==> src/rtl/lab1_debounce_pkg.sv <==
// rtl/lab1_debounce_pkg.sv - shared state encodings and counter sizing for the key debouncer
package lab1_debounce_pkg;

    typedef enum logic {
        ST_IDLE  = 1'b0,
        ST_COUNT = 1'b1
    } state_t;

    // Width needed to hold values 0..n
    function automatic int cnt_width(input int n);
        return $clog2(n + 1);
    endfunction

endpackage

==> src/rtl/lab1_debounce_chan.sv <==
// rtl/lab1_debounce_chan.sv - one channel: 2-FF synchronizer, debounce FSM/counter, edge strobes
module lab1_debounce_chan
    import lab1_debounce_pkg::*;
#(
    parameter int   DEBOUNCE_CYCLES = 500000,
    parameter logic RESET_BIT       = 1'b1
) (
    input  logic clk,
    input  logic reset_n,
    input  logic in_raw,
    output logic db_out,
    output logic rise,
    output logic fall
);

    localparam int            CW       = cnt_width(DEBOUNCE_CYCLES);
    localparam logic [CW-1:0] CNT_ONE  = CW'(1);
    localparam logic [CW-1:0] CNT_LAST = CW'(DEBOUNCE_CYCLES - 1);

    logic          s1;
    logic          s2;
    state_t        state;
    state_t        state_nxt;
    logic [CW-1:0] cnt;
    logic [CW-1:0] cnt_nxt;
    logic          db_nxt;

    always_ff @(posedge clk or negedge reset_n) begin
        if (!reset_n) begin
            s1 <= RESET_BIT;
            s2 <= RESET_BIT;
        end else begin
            s1 <= in_raw;
            s2 <= s1;
        end
    end

    always_comb begin
        state_nxt = state;
        cnt_nxt   = cnt;
        db_nxt    = db_out;
        case (state)
            ST_IDLE: begin
                if (s2 != db_out) begin
                    // A single-cycle debounce accepts the change without counting
                    if (DEBOUNCE_CYCLES == 1) begin
                        db_nxt = ~db_out;
                    end else begin
                        state_nxt = ST_COUNT;
                        cnt_nxt   = CNT_ONE;
                    end
                end
            end
            ST_COUNT: begin
                if (s2 == db_out) begin
                    state_nxt = ST_IDLE;
                    cnt_nxt   = '0;
                end else if (cnt == CNT_LAST) begin
                    db_nxt    = ~db_out;
                    state_nxt = ST_IDLE;
                    cnt_nxt   = '0;
                end else begin
                    cnt_nxt = cnt + CNT_ONE;
                end
            end
            default: begin
                state_nxt = ST_IDLE;
                cnt_nxt   = '0;
            end
        endcase
    end

    always_ff @(posedge clk or negedge reset_n) begin
        if (!reset_n) begin
            state  <= ST_IDLE;
            cnt    <= '0;
            db_out <= RESET_BIT;
            rise   <= 1'b0;
            fall   <= 1'b0;
        end else begin
            state  <= state_nxt;
            cnt    <= cnt_nxt;
            db_out <= db_nxt;
            rise   <= db_nxt & ~db_out;
            fall   <= ~db_nxt & db_out;
        end
    end

endmodule

==> src/rtl/lab1_key_debounce.sv <==
// rtl/lab1_key_debounce.sv - multi-channel key/switch debouncer feeding the edge-capture PIO
module lab1_key_debounce #(
    parameter int               WIDTH           = 8,
    parameter int               DEBOUNCE_CYCLES = 500000,
    parameter logic [WIDTH-1:0] RESET_LEVEL     = {WIDTH{1'b1}}
) (
    input  logic             clk,
    input  logic             reset_n,
    input  logic [WIDTH-1:0] in_raw,
    output logic [WIDTH-1:0] db_out,
    output logic [WIDTH-1:0] rise,
    output logic [WIDTH-1:0] fall
);

    for (genvar i = 0; i < WIDTH; i++) begin : g_chan
        lab1_debounce_chan #(
            .DEBOUNCE_CYCLES(DEBOUNCE_CYCLES),
            .RESET_BIT      (RESET_LEVEL[i])
        ) u_chan (
            .clk    (clk),
            .reset_n(reset_n),
            .in_raw (in_raw[i]),
            .db_out (db_out[i]),
            .rise   (rise[i]),
            .fall   (fall[i])
        );
    end

endmodule

==> config.mk <==
export PLATFORM = sky130hd
export DESIGN_NAME = lab1_key_debounce
export DESIGN_NICKNAME = d
export VERILOG_FILES = /design/src/rtl/lab1_debounce_pkg.sv /design/src/rtl/lab1_debounce_chan.sv /design/src/rtl/lab1_key_debounce.sv
export SDC_FILE = /design/constraint.sdc
export NUM_CORES = 1
export LEC_CHECK = 0
export ABC_AREA = 1
export CORE_MARGIN = 4
export CORE_UTILIZATION = 25
export CTS_CLUSTER_DIAMETER = 60
export CTS_CLUSTER_SIZE = 25
export DETAILED_ROUTE_END_ITERATION = 7
export PLACE_DENSITY = 0.46
export SETUP_SLACK_MARGIN = 0.05
export SYNTH_ARGS = -nofsm -noshare
export SYNTH_HDL_FRONTEND = slang
export SYNTH_SLANG_ARGS = --single-unit
export TNS_END_PERCENT = 1
==> constraint.sdc <==
create_clock -name clk -period 2.1 [get_ports clk]
set_input_delay 0.21 -clock clk [delete_from_list [all_inputs] [get_ports clk]]
set_output_delay 0.21 -clock clk [all_outputs]
set_load 0.01 [all_outputs]
Word level (Yosys, flattened, before mapping)
Cells that the tools add are included.
- bits in registers: 200
- input port bits: 10
- output and inout port bits: 24
- $add $sub $neg: 8
- eq/ne operators: 32
- mux-type cells: 88
- bitwise gates (word level): 40
- operator list (kind ; count):
    two-way mux 19 bit ; 24
    case mux 19 bit (2 select lines) ; 8
    adder 19 x 1 -> 19 bit (second input constant) ; 8
    equality test 19 bit (second input constant) ; 8
    two-way mux 1 bit ; 48
    NOT 1 bit ; 24
    AND 1 bit ; 16
    inequality test 2 x 1 -> 1 bit (second input constant) ; 8
    case mux 1 bit (2 select lines) ; 8
    equality test 1 bit ; 8
    inequality test 1 bit ; 8

Logic depth before layout (Yosys ltp)
Gate-level depths: netlist (run 1).
- depth in word-level cells: 6
- mapped depth: 10
- gate-level depth less buffers: 10

Cells and area by module
A second synthesis (run 1) with hierarchy kept.
- cell total of the unflattened synthesis: 1493
- area total of the unflattened synthesis: 11681.2 µm²
- by module, submodules not included (module ; times used ; cells each ; area each (µm²)):
    lab1_debounce_chan at g_chan[0].u_chan ... ; 7 ; 183 ; 1455.1
    lab1_debounce_chan at g_chan[7].u_chan ; 1 ; 212 ; 1495.2

Worst setup path after synthesis (run 1)
No wires, ideal clock.
- path type: reg-to-reg
- from: register g_chan[0].u_chan.cnt[0]
- to: register g_chan[0].u_chan.cnt[18]
- setup time: 0.117 ns
- arrival: 1.280 ns
- required time: 1.983 ns
- path slack: 0.703 ns
- stages on the path, launching flop included: 11
- cells stage by stage: dfrtp_1 -> ha_1 -> nand2_2 -> nor2_4 -> nand2_4 -> nor2_4 -> inv_2 -> nor2_1 -> nand2_1 -> nand3_1 -> nand2_1
- word-level cells in the longest chain between the ends: 4
- ends and longest elaborated chain (what ; RTL line ; RTL):
    start, declared ; lab1_debounce_chan.sv:24 ; logic [CW-1:0] cnt;
    start signal, assigned ; lab1_debounce_chan.sv:82 ; cnt <= cnt_nxt;
    adder 19 x 1 -> 19 bit / equality test 19 bit (equally long branches) ; lab1_debounce_chan.sv:63, lab1_debounce_chan.sv:58 ;
    two-way mux 19 bit * ; lab1_debounce_chan.sv:58 ; end else if (cnt == CNT_LAST) begin
    two-way mux 19 bit * ; lab1_debounce_chan.sv:55 ; if (s2 == db_out) begin
    case mux 19 bit (2 select lines) * ; lab1_debounce_chan.sv:42 ; case (state)
Mark *: on every way between the ends. The rest lies on a longest branch, timed or not.
A chain may end at the register's enable or synchronous reset.

Worst setup path in the final report (run 1)
- from: register g_chan[4].u_chan.db_out
- to: output db_out[4]
- RTL lines (what ; RTL line ; RTL):
    start, declared ; lab1_debounce_chan.sv:11 ; output logic db_out,
    start signal, assigned ; lab1_debounce_chan.sv:83 ; db_out <= db_nxt;
    end, declared ; lab1_key_debounce.sv:10 ; output logic [WIDTH-1:0] db_out,
No word-level cell between the ends.

==> impl_metrics.py, run 1 <==
metrics = {
    "worst_hold_path": {
        "min_path_type": "in2reg",
        "hold_start": "in_raw[7]",
    },
    "worst_setup_path": {
        "worstSetupStartpointType": "flop",
        "path_cells": "clkdlybuf4s50_1",
        "slowest_delay_ps": 570,
        "crit_path_end_kind": "primary output",
        "worst-path-buf-inv": 1,
        "r2r-start": "g_chan[6].u_chan.cnt[1]$_DFFE_PN0P_",
        "cp_top_family": "flip-flops",
        "crit_type": "reg2out",
        "cp.arrival_ps": 1570,
        "critPathMaxFanout": 5,
        "cp_slowest_cell": "dfstp_2",
        "crit_required_ps": 1890,
        "startpoint": "g_chan[4].u_chan.db_out$_DFF_PN1_",
        "ff2ff_setup_slack_ps": 370,
    },
    "global_routing": {
        "track_usage_pct": 10.7,
        "antenna_found_initial": 0,
        "grt_pass1_wl_um": 44300,
        "grt_overflow": 0,
        "grt_max_degree": 59,
        "grt_pass1_vias": 9115,
    },
    "power_and_ir_drop": {
        "powerDensity_nw_per_um2": 609,
        "p_leak_nw": 5.52,
        "vdd_drop_max_mv": 0.387,
        "switching_share_pct": 26.9,
        "p_clk_share_pct": 42.1,
        "internal_power_w": 0.00572,
        "p_sw_w": 0.00210,
        "pwr-share-comb_pct": 6.1,
        "pwr-share-seq_pct": 51.8,
    },
    "timing": {
        "relSlewSlack_pct": 66.5,
        "skew_ps": 9.97,
        "fmax_mhz": 561,
        "slew_viol_final": 0,
        "hold_viol": 0,
        "rsz0062_at_grt": "false",
        "setup_ws_ps": 319,
        "fin_crit_ps": 1780,
        "worstMarginPinSlew_ps": 498,
        "fin_crit_sh_pct": 84.8,
        "finalSetupTns_ps": 0,
        "setup_viol": 0,
    },
    "die": {
        "coreArea_um2": 44500,
        "rows": 77,
        "die_h_um": 221,
        "start_util_pct": 25.4,
        "die_area_um2": 48800,
        "die_w_um": 221,
        "ios": 34,
    },
    "logic_synthesis": {
        "synth_area_um2": 11300,
        "synth_flop_cell": "dfrtp_1",
        "ys_seq_area_share_pct": 44.5,
        "async_reset_ff_share_pct": 100,
        "synthSimpleGateAreaFrac_pct": 31.9,
        "ys_types": 44,
        "synth-compound-area-share_pct": 7.79,
        "synth-xor-area-share_pct": 5.72,
        "synth_fp_nets": 1503,
        "synth_mux_area_share_pct": 0,
        "synthCells": 1485,
        "synth_edf_count": 0,
        "yosys_warnings": 0,
        "synthAdderAreaFrac_pct": 0.884,
        "synth_top_family_by_area": "simple AND/OR/NAND/NOR gates",
        "ys_seq_elements": 200,
        "syn_avg_cell_area_um2": 7.62,
    },
    "detailed_routing": {
        "antenna_left": 0,
        "route.vias.total": 9227,
        "wl_per_cell_um": 12.0,
        "totalWireLength_um": 25400,
        "drt_iter0_drc": 668,
        "dr.pass1.iters": 4,
        "via_per_inst": 4.35,
        "drc": 0,
    },
    "clocking": {
        "cts_sinks": 200,
        "cts_setup_buffers": 0,
        "numCtsBuffers": 17,
        "root_buffer": "clkbuf_16",
        "cts.htree.levels": 4,
        "clk_path_buf_depth": 2,
        "clkTransAtPathRegs_ps": 80,
        "insertion_delay_ps": 460,
        "cts_tree": "built",
    },
    "finish": {
        "n_antenna_cell": 0,
        "nets": 1533,
        "area_growth_pct": 13.5,
        "multi_input_area_um2": 5240,
        "n_fill_cell": 4804,
        "regArea_um2": 5030,
        "drive_gt1_share_pct": 9.16,
    },
    "placed_design": {
        "gp_congestion": 0.825,
        "preCtsSetupSlack_ps": 353,
        "dpl.hpwl_um": 18400,
        "numPortBuffers": 33,
    },
    "job": {
        "maxCapViolations": 0,
    },
    "run_status": {
        "status": "completed",
    },
}
## cell usage after synthesis, drive strengths merged (8+ instances only)
master,number,area share (%)
o21ai,72,3.2
nand2,398,14
nand3,117,5.4
xor2,71,5.5
nor3,42,2.0
ha,8,0.88
nand4,45,2.5
inv,201,6.7
o22ai,55,3.0
buf,38,2.4
nor2,193,7.3
dfstp,24,5.6
a21oi,10,0.51
o21bai,8,0.56
dfrtp,176,39
## worst reg2reg max path, stage by stage (launching register included)
cell and delay, ps:
dfrtp_1 400, ha_1 200, nand3_2 120, inv_2 90
nand2_2 50, nand3b_1 200, nand2_2 250, inv_2 120
nor2_1 140, nor2_1 60
## registers in the layout, indices dropped and copies added (netlist names)
name and flops:
g_chan.u_chan.s1 8, g_chan.u_chan.state 8, g_chan.u_chan.cnt 152, g_chan.u_chan.fall 8
g_chan.u_chan.rise 8, g_chan.u_chan.s2 8, g_chan.u_chan.db_out 8
## cells by family after synthesis
kind of cell | count (synthesis)
compound gates | 152
xor+xnor | 74
fa+ha+maj | 8
buf+inv | 243
flops | 200
simple gates | 808
## what timing repair did
item	CTS	global route
hold buffers	1	0
setup endpoints to repair	0	0
resized for setup	0	0
hold endpoints to repair	50	0
## power by group through the flow
| stage | clock network, W | logic [W] | registers (W) |
|---|---|---|---|
| floorplan | 0 | 0.000293 | 0.00410 |
| global placement | 0 | 0.000498 | 0.00413 |
| detailed placement | 0 | 0.000498 | 0.00413 |
| CTS | 0.00345 | 0.000503 | 0.00405 |
| global route | 0.00359 | 0.000567 | 0.00407 |
| finish | 0.00329 | 0.000481 | 0.00405 |
## per-stage QoR
stage | utilization (%) | instance area (um^2) | total power [W] | instances | hold WS (ps)
5_1_grt | 28.9 | 12800 | 0.00823 | 2120 | 117
6_report | 28.9 | 12800 | 0.00783 | 2120 | 148
2_1_floorplan | - | 11300 | 0.00440 | 1485 | -85.6
3_5_place_dp | 27.6 | 12300 | 0.00463 | 2087 | 140
4_1_cts | 28.9 | 12800 | 0.00801 | 2120 | 114
3_3_place_gp | 27.6 | 12300 | 0.00462 | 2087 | 140
## layout make-up
cell class              count  area share [%]
multi-input cells        1042            40.8
flip-flops and latches    200            39.2
inverters                 204            5.96
well taps                 592            5.77
repair buffers             50            3.82
clock buffers              18            3.42
clock inverters            14            1.03
## cells in the final DEF (no fill, tap or decap), types with 9 or more instances in the layout
cell             count
nand2_1            376
inv_1              195
dfrtp_1            176
nor2_1             170
nand3_1            111
xor2_1              71
o21ai_0             62
o22ai_1             55
nand4_1             45
nor3_1              40
clkdlybuf4s50_1     32
dfstp_2             24
nand2_2             21
clkbuf_16           17
buf_4               14
nor2_2              13
nor2_4              10
o21ai_1              9
## layer usage
metal / up-vias / part of all wire [%] / global-route usage, %
met5: - / 0 / 0
li1: 4811 / - / -
met1: 4292 / 51 / 14.7
met4: 0 / 1.8 / 3.87
met2: 104 / 45 / 17.0
met3: 20 / 2.4 / 1.82
## final timing paths
kind                                                   endpoint  cells past startpoint
max                                                   db_out[4]                      1
min                               g_chan[7].u_chan.s1$_DFF_PN1_                      1
max reg2reg                g_chan[6].u_chan.cnt[18]$_DFFE_PN0P_                      9
min reg2reg                       g_chan[4].u_chan.s2$_DFF_PN1_                      0
max in group asynchronous     g_chan[1].u_chan.db_out$_DFF_PN1_                      3
min in group asynchronous   g_chan[1].u_chan.cnt[8]$_DFFE_PN0P_                      2
Note: power is estimated with default switching activity, not from simulation.
==> run 2: changes to the inputs <==
- PLACE_DENSITY: 0.46 -> 0.48
- clock period: 2.1 -> 1.5 ns (I/O delays scaled with it)
==> run 2 against run 1 <==
Net effect:
- the run now ends with setup timing left
- die area did not move
- clock skew rose by 7.3 ps
- sequential power rose by 40%
- global-route usage rose by 0.35 points
- critical path depth rose by 8
==> impl_metrics.py, run 2 (same netlist as run 1, synthesis figures left out) <==
metrics = {
    "global_routing": {
        "antenna_found_initial": 0,
        "grt_overflow": 0,
        "grt_pass1_vias": 9585,
        "grt_pass1_wl_um": 45700,
        "track_usage_pct": 11.0,
        "grt_max_degree": 48,
    },
    "timing": {
        "finalSetupTns_ps": -18.2,
        "setup_ws_ps": -7.27,
        "setup_viol": 6,
        "hold_viol": 0,
        "fmax_mhz": 663,
        "worstMarginPinSlew_ps": 452,
        "relSlewSlack_pct": 69.9,
        "slew_viol_final": 0,
        "fin_crit_ps": 1510,
        "rsz0062_at_grt": "true",
        "fin_crit_sh_pct": 100,
        "skew_ps": 17.3,
    },
    "finish": {
        "area_growth_pct": 25.9,
        "post-route-util_pct": 32.0,
        "n_fill_cell": 4752,
        "multi_input_area_um2": 5680,
        "nets": 1654,
        "n_antenna_cell": 0,
        "final_cell_mix": "nand2_1 (361), inv_1 (182), dfrtp_1 (174), nor2_1 (130), buf_4 (122)",
        "regArea_um2": 5040,
        "final_common_cell": "nand2_1",
        "fin_area_um2": 14200,
        "drive_gt1_share_pct": 22.7,
        "largest_reg_flops": 152,
        "largest-register": "g_chan.u_chan.cnt",
        "layoutNonFillerInstCount": 2241,
    },
    "worst_setup_path": {
        "cp_slowest_cell": "dfrtp_1",
        "worst-path-buf-inv": 2,
        "crit_top_cell": "inv_4",
        "cp.arrival_ps": 1850,
        "slowest_delay_ps": 420,
        "crit_type": "reg2reg",
        "reg2reg_depth": 9,
        "ff2ff_setup_slack_ps": -7,
        "r2r_end": "g_chan[6].u_chan.cnt[2]$_DFFE_PN0P_",
        "cp_top_family": "simple AND/OR/NAND/NOR gates",
        "startpoint": "g_chan[6].u_chan.cnt[0]$_DFFE_PN0P_",
        "crit_path_end_kind": "flop",
        "worstSetupStartpointType": "flop",
        "r2r-start": "g_chan[6].u_chan.cnt[0]$_DFFE_PN0P_",
        "crit_required_ps": 1850,
        "endpoint": "g_chan[6].u_chan.cnt[2]$_DFFE_PN0P_",
        "critPathMaxFanout": 6,
        "cp_num_cells": 9,
        "path_cells": "ha_4, nand3_4, inv_4, nand2_4, nand3b_1, nand2_2, inv_4, nor2_2, nor2_1",
    },
    "die": {
        "die_w_um": 221,
        "die_h_um": 221,
        "ios": 34,
        "start_util_pct": 25.4,
        "die_area_um2": 48800,
        "rows": 77,
        "coreArea_um2": 44500,
    },
    "detailed_routing": {
        "drc": 0,
        "drt_iter0_drc": 485,
        "route.vias.total": 9766,
        "wl_per_cell_um": 12.0,
        "dr.pass1.iters": 5,
        "antenna_left": 0,
        "totalWireLength_um": 26800,
        "via_per_inst": 4.36,
    },
    "placed_design": {
        "dpl-instance-area_um2": 13200,
        "numPortBuffers": 33,
        "gp_congestion": 0.823,
        "dp.cells": 2206,
        "dpl.hpwl_um": 19600,
    },
    "worst_hold_path": {
        "min_path_type": "in2reg",
        "hold_path_depth": 1,
    },
    "power_and_ir_drop": {
        "p_total_w": 0.0114,
        "p_leak_nw": 6.28,
        "powerDensity_nw_per_um2": 797,
        "vdd_drop_max_mv": 0.835,
    },
    "run_status": {
        "status": "finished, violations left",
        "violations": "setup timing",
    },
    "clocking": {
        "numCtsBuffers": 17,
        "clkTransAtPathRegs_ps": 80,
        "root_buffer": "clkbuf_16",
        "cts_sinks": 200,
        "insertion_delay_ps": 470,
        "clk_path_buf_depth": 2,
        "cts_tree": "built",
        "cts.htree.levels": 4,
    },
    "job": {
        "maxCapViolations": 0,
    },
}
==> run 2: worst min path at each step <==
stage	startpoint	endpoint	slack, ps
after detailed placement	reset_n	g_chan[0].u_chan.cnt[6]$_DFFE_PN0P_	120
after global routing	in_raw[4]	g_chan[4].u_chan.s1$_DFF_PN1_	60
after floorplan	reset_n	g_chan[0].u_chan.cnt[0]$_DFFE_PN0P_	-150
after global placement	reset_n	g_chan[0].u_chan.cnt[6]$_DFFE_PN0P_	120
final	in_raw[4]	g_chan[4].u_chan.s1$_DFF_PN1_	80
after CTS	in_raw[4]	g_chan[4].u_chan.s1$_DFF_PN1_	50
==> run 2: per-stage QoR <==
stage	setup slack, ps	hold WS, ps
final	-7.27	81.7
after global routing	-139	59.0
after CTS	-28.3	49.6
after detailed placement	-126	120
after global placement	-100	118
after floorplan	103	-146
==> run 2: final cells by class <==
cell class                      instances  share of cell area [%]
Clock buffer                           19                    3.18
Clock inverter                         13                   0.948
Inverter                              204                    5.43
Multi-Input combinational cell       1043                    39.9
Sequential cell                       200                    35.3
Tap cell                              592                    5.20
Timing Repair Buffer                  170                    10.0
==> run 2: worst register-to-register path, stage by stage, from the launching register on <==
cell and delay, ps:
dfrtp_1 420, ha_4 170, nand3_4 100, inv_4 80
nand2_4 50, nand3b_1 200, nand2_2 140, inv_4 80
nor2_2 110, nor2_1 50
==> run 2: routing by layer <==
metal | track usage [%] | up-vias | wire (um)
met5 | 0 | - | 0
met4 | 3.81 | 0 | 469
met3 | 1.88 | 24 | 734
met2 | 18.3 | 113 | 12600
met1 | 14.6 | 4554 | 13000
li1 | - | 5075 | -
==> run 2: timing repair <==
item	CTS	global route
cloned	0	1
endpoints found under the hold margin	78	0
gates resized for setup	89	116
setup endpoints to repair	159	181
pin swaps	19	26
setup buffers	0	1
hold buffers	1	0
==> run 2: power by group <==
group          leakage (nW)  switching [W]  internal, W
Sequential             2.66       0.000139      0.00554
Clock                 0.277        0.00228      0.00243
Combinational          3.34       0.000552     0.000416
Total                  6.28        0.00297      0.00839
==> run 3: changes to the inputs <==
- CORE_MARGIN: 4 -> 3
- SKIP_CTS_REPAIR_TIMING: not set -> 1
==> run 3 against run 2 <==
Net effect:
- critical endpoint unchanged
- global-route usage is 0.52 points higher
- largest cell class unchanged
- the run still ends with setup timing left
- worst setup slack worse by 13 ps
- clock-buffer cell count is 2 lower
==> impl_metrics.py, run 3 (same netlist as run 1, synthesis figures left out) <==
metrics = {
    "worst_setup_path": {
        "worstSetupStartpointType": "flop",
        "cp.arrival_ps": 1870,
        "critPathMaxFanout": 6,
        "endpoint": "g_chan[6].u_chan.cnt[2]$_DFFE_PN0P_",
        "r2r-start": "g_chan[6].u_chan.cnt[1]$_DFFE_PN0P_",
        "reg2reg_depth": 9,
        "startpoint": "g_chan[6].u_chan.cnt[1]$_DFFE_PN0P_",
        "ff2ff_setup_slack_ps": -20,
        "crit_type": "reg2reg",
        "crit_path_end_kind": "flop",
        "r2r_end": "g_chan[6].u_chan.cnt[2]$_DFFE_PN0P_",
        "crit_required_ps": 1850,
    },
    "detailed_routing": {
        "wl_per_cell_um": 11.8,
        "antenna_left": 0,
        "via_per_inst": 4.33,
        "drc": 0,
        "totalWireLength_um": 26400,
        "dr.pass1.iters": 5,
        "route.vias.total": 9692,
        "drt_iter0_drc": 662,
    },
    "placed_design": {
        "dpl.hpwl_um": 19500,
        "numPortBuffers": 33,
        "dp.cells": 2206,
        "gp_congestion": 0.832,
        "preCtsSetupSlack_ps": -121,
    },
    "timing": {
        "slew_viol_final": 0,
        "fmax_mhz": 658,
        "hold_viol": 0,
        "setup_ws_ps": -19.8,
        "rsz0062_at_grt": "true",
        "hold_slack_ps": 95.4,
        "fin_crit_ps": 1520,
        "worstMarginPinSlew_ps": 342,
        "skew_ps": 13.0,
        "fin_crit_sh_pct": 101,
        "relSlewSlack_pct": 77.0,
        "setup_viol": 4,
    },
    "die": {
        "coreArea_um2": 44500,
        "rows": 77,
        "ios": 34,
        "start_util_pct": 25.4,
        "die_h_um": 219,
        "die_w_um": 219,
        "die_area_um2": 47900,
    },
    "power_and_ir_drop": {
        "vdd_drop_max_mv": 0.789,
        "p_leak_nw": 6.53,
        "powerDensity_nw_per_um2": 799,
    },
    "job": {
        "maxCapViolations": 0,
    },
    "finish": {
        "n_antenna_cell": 0,
        "nets": 1652,
        "regArea_um2": 5040,
        "n_fill_cell": 4750,
        "multi_input_area_um2": 5530,
        "largest_reg_flops": 152,
        "final_common_cell": "nand2_1",
        "final_cell_mix": "nand2_1 (366), inv_1 (187), dfrtp_1 (174), nor2_1 (137), buf_4 (126)",
        "largest-register": "g_chan.u_chan.cnt",
        "drive_gt1_share_pct": 20.5,
        "area_growth_pct": 24.9,
        "post-route-util_pct": 31.8,
        "layoutNonFillerInstCount": 2239,
    },
    "clocking": {
        "cts_tree": "built",
        "clk_path_buf_depth": 2,
        "root_buffer": "clkbuf_16",
        "cts_sinks": 200,
        "insertion_delay_ps": 450,
        "numCtsBuffers": 17,
        "clkTransAtPathRegs_ps": 80,
        "cts.htree.levels": 4,
    },
    "global_routing": {
        "grtUsageMet3_pct": 2.06,
        "grt_pass1_wl_um": 45900,
        "grt_max_degree": 50,
        "antenna_found_initial": 0,
        "top_usage_layer": "met2",
        "grt_overflow": 0,
        "grt_pass1_vias": 9592,
        "track_usage_pct": 11.5,
        "met2_usage_pct": 18.6,
        "met1_usage_pct": 15.7,
    },
    "worst_hold_path": {
        "hold_path_depth": 1,
        "min_path_type": "in2reg",
    },
    "run_status": {
        "status": "finished, violations left",
        "violations": "setup timing",
    },
}
[run 3: cell count changes in the layout (fill, tap and decap cells not counted), sizes merged, moves of 2 or more]
cell          change
buf               -3
clkinv            +2
clkinvlp          -3
dlygate4sd2      -16
dlymetal6s2s     +18
inv               +3
[run 3: per-layer routing]
metal	up-vias	wire length (um)
met5	-	0
met4	0	382
met3	21	599
met2	95	12000
met1	4520	13400
li1	5056	-
[run 3: worst min-delay path by stage]
stage                                          endpoint       from  slack [ps]
finish                    g_chan[2].u_chan.s1$_DFF_PN1_  in_raw[2]         100
global route              g_chan[2].u_chan.s1$_DFF_PN1_  in_raw[2]          60
CTS                 g_chan[0].u_chan.cnt[5]$_DFFE_PN0P_    reset_n        -500
detailed placement  g_chan[0].u_chan.cnt[5]$_DFFE_PN0P_    reset_n           4
global placement    g_chan[0].u_chan.cnt[5]$_DFFE_PN0P_    reset_n           5
floorplan           g_chan[0].u_chan.cnt[0]$_DFFE_PN0P_    reset_n        -150
[run 3: report_power, final]
group / switching, W / internal, W
clock network: 0.00234 / 0.00236
logic: 0.000539 / 0.000411
registers: 0.000119 / 0.00554
total: 0.00300 / 0.00831
[run 3: cell type report]
type / count / area share, %
repair buffers: 169 / 10.5
inverters: 204 / 5.43
clock buffers: 17 / 3.01
well taps: 592 / 5.24
flip-flops and latches: 200 / 35.6
multi-input cells: 1042 / 39.1
clock inverters: 15 / 1.08
[run 3: critical path, stage by stage (launching register included)]
cell and delay [ps]:
dfrtp_1 400, ha_4 160, nand3_4 90, inv_2 80
nand2_2 50, nand3b_1 210, nand2_2 170, inv_2 100
nor2_2 110, nor2_1 50
[run 3: through the flow]
step                      cell area (um^2)  TNS (ps)  total power [W]
after detailed placement             13200     -2160          0.00667
after floorplan                      11300         0          0.00616
after CTS                            13800     -6680           0.0115
final                                14100     -40.8           0.0113
after global routing                 14100     -8810           0.0119
after global placement               13200     -1060          0.00667
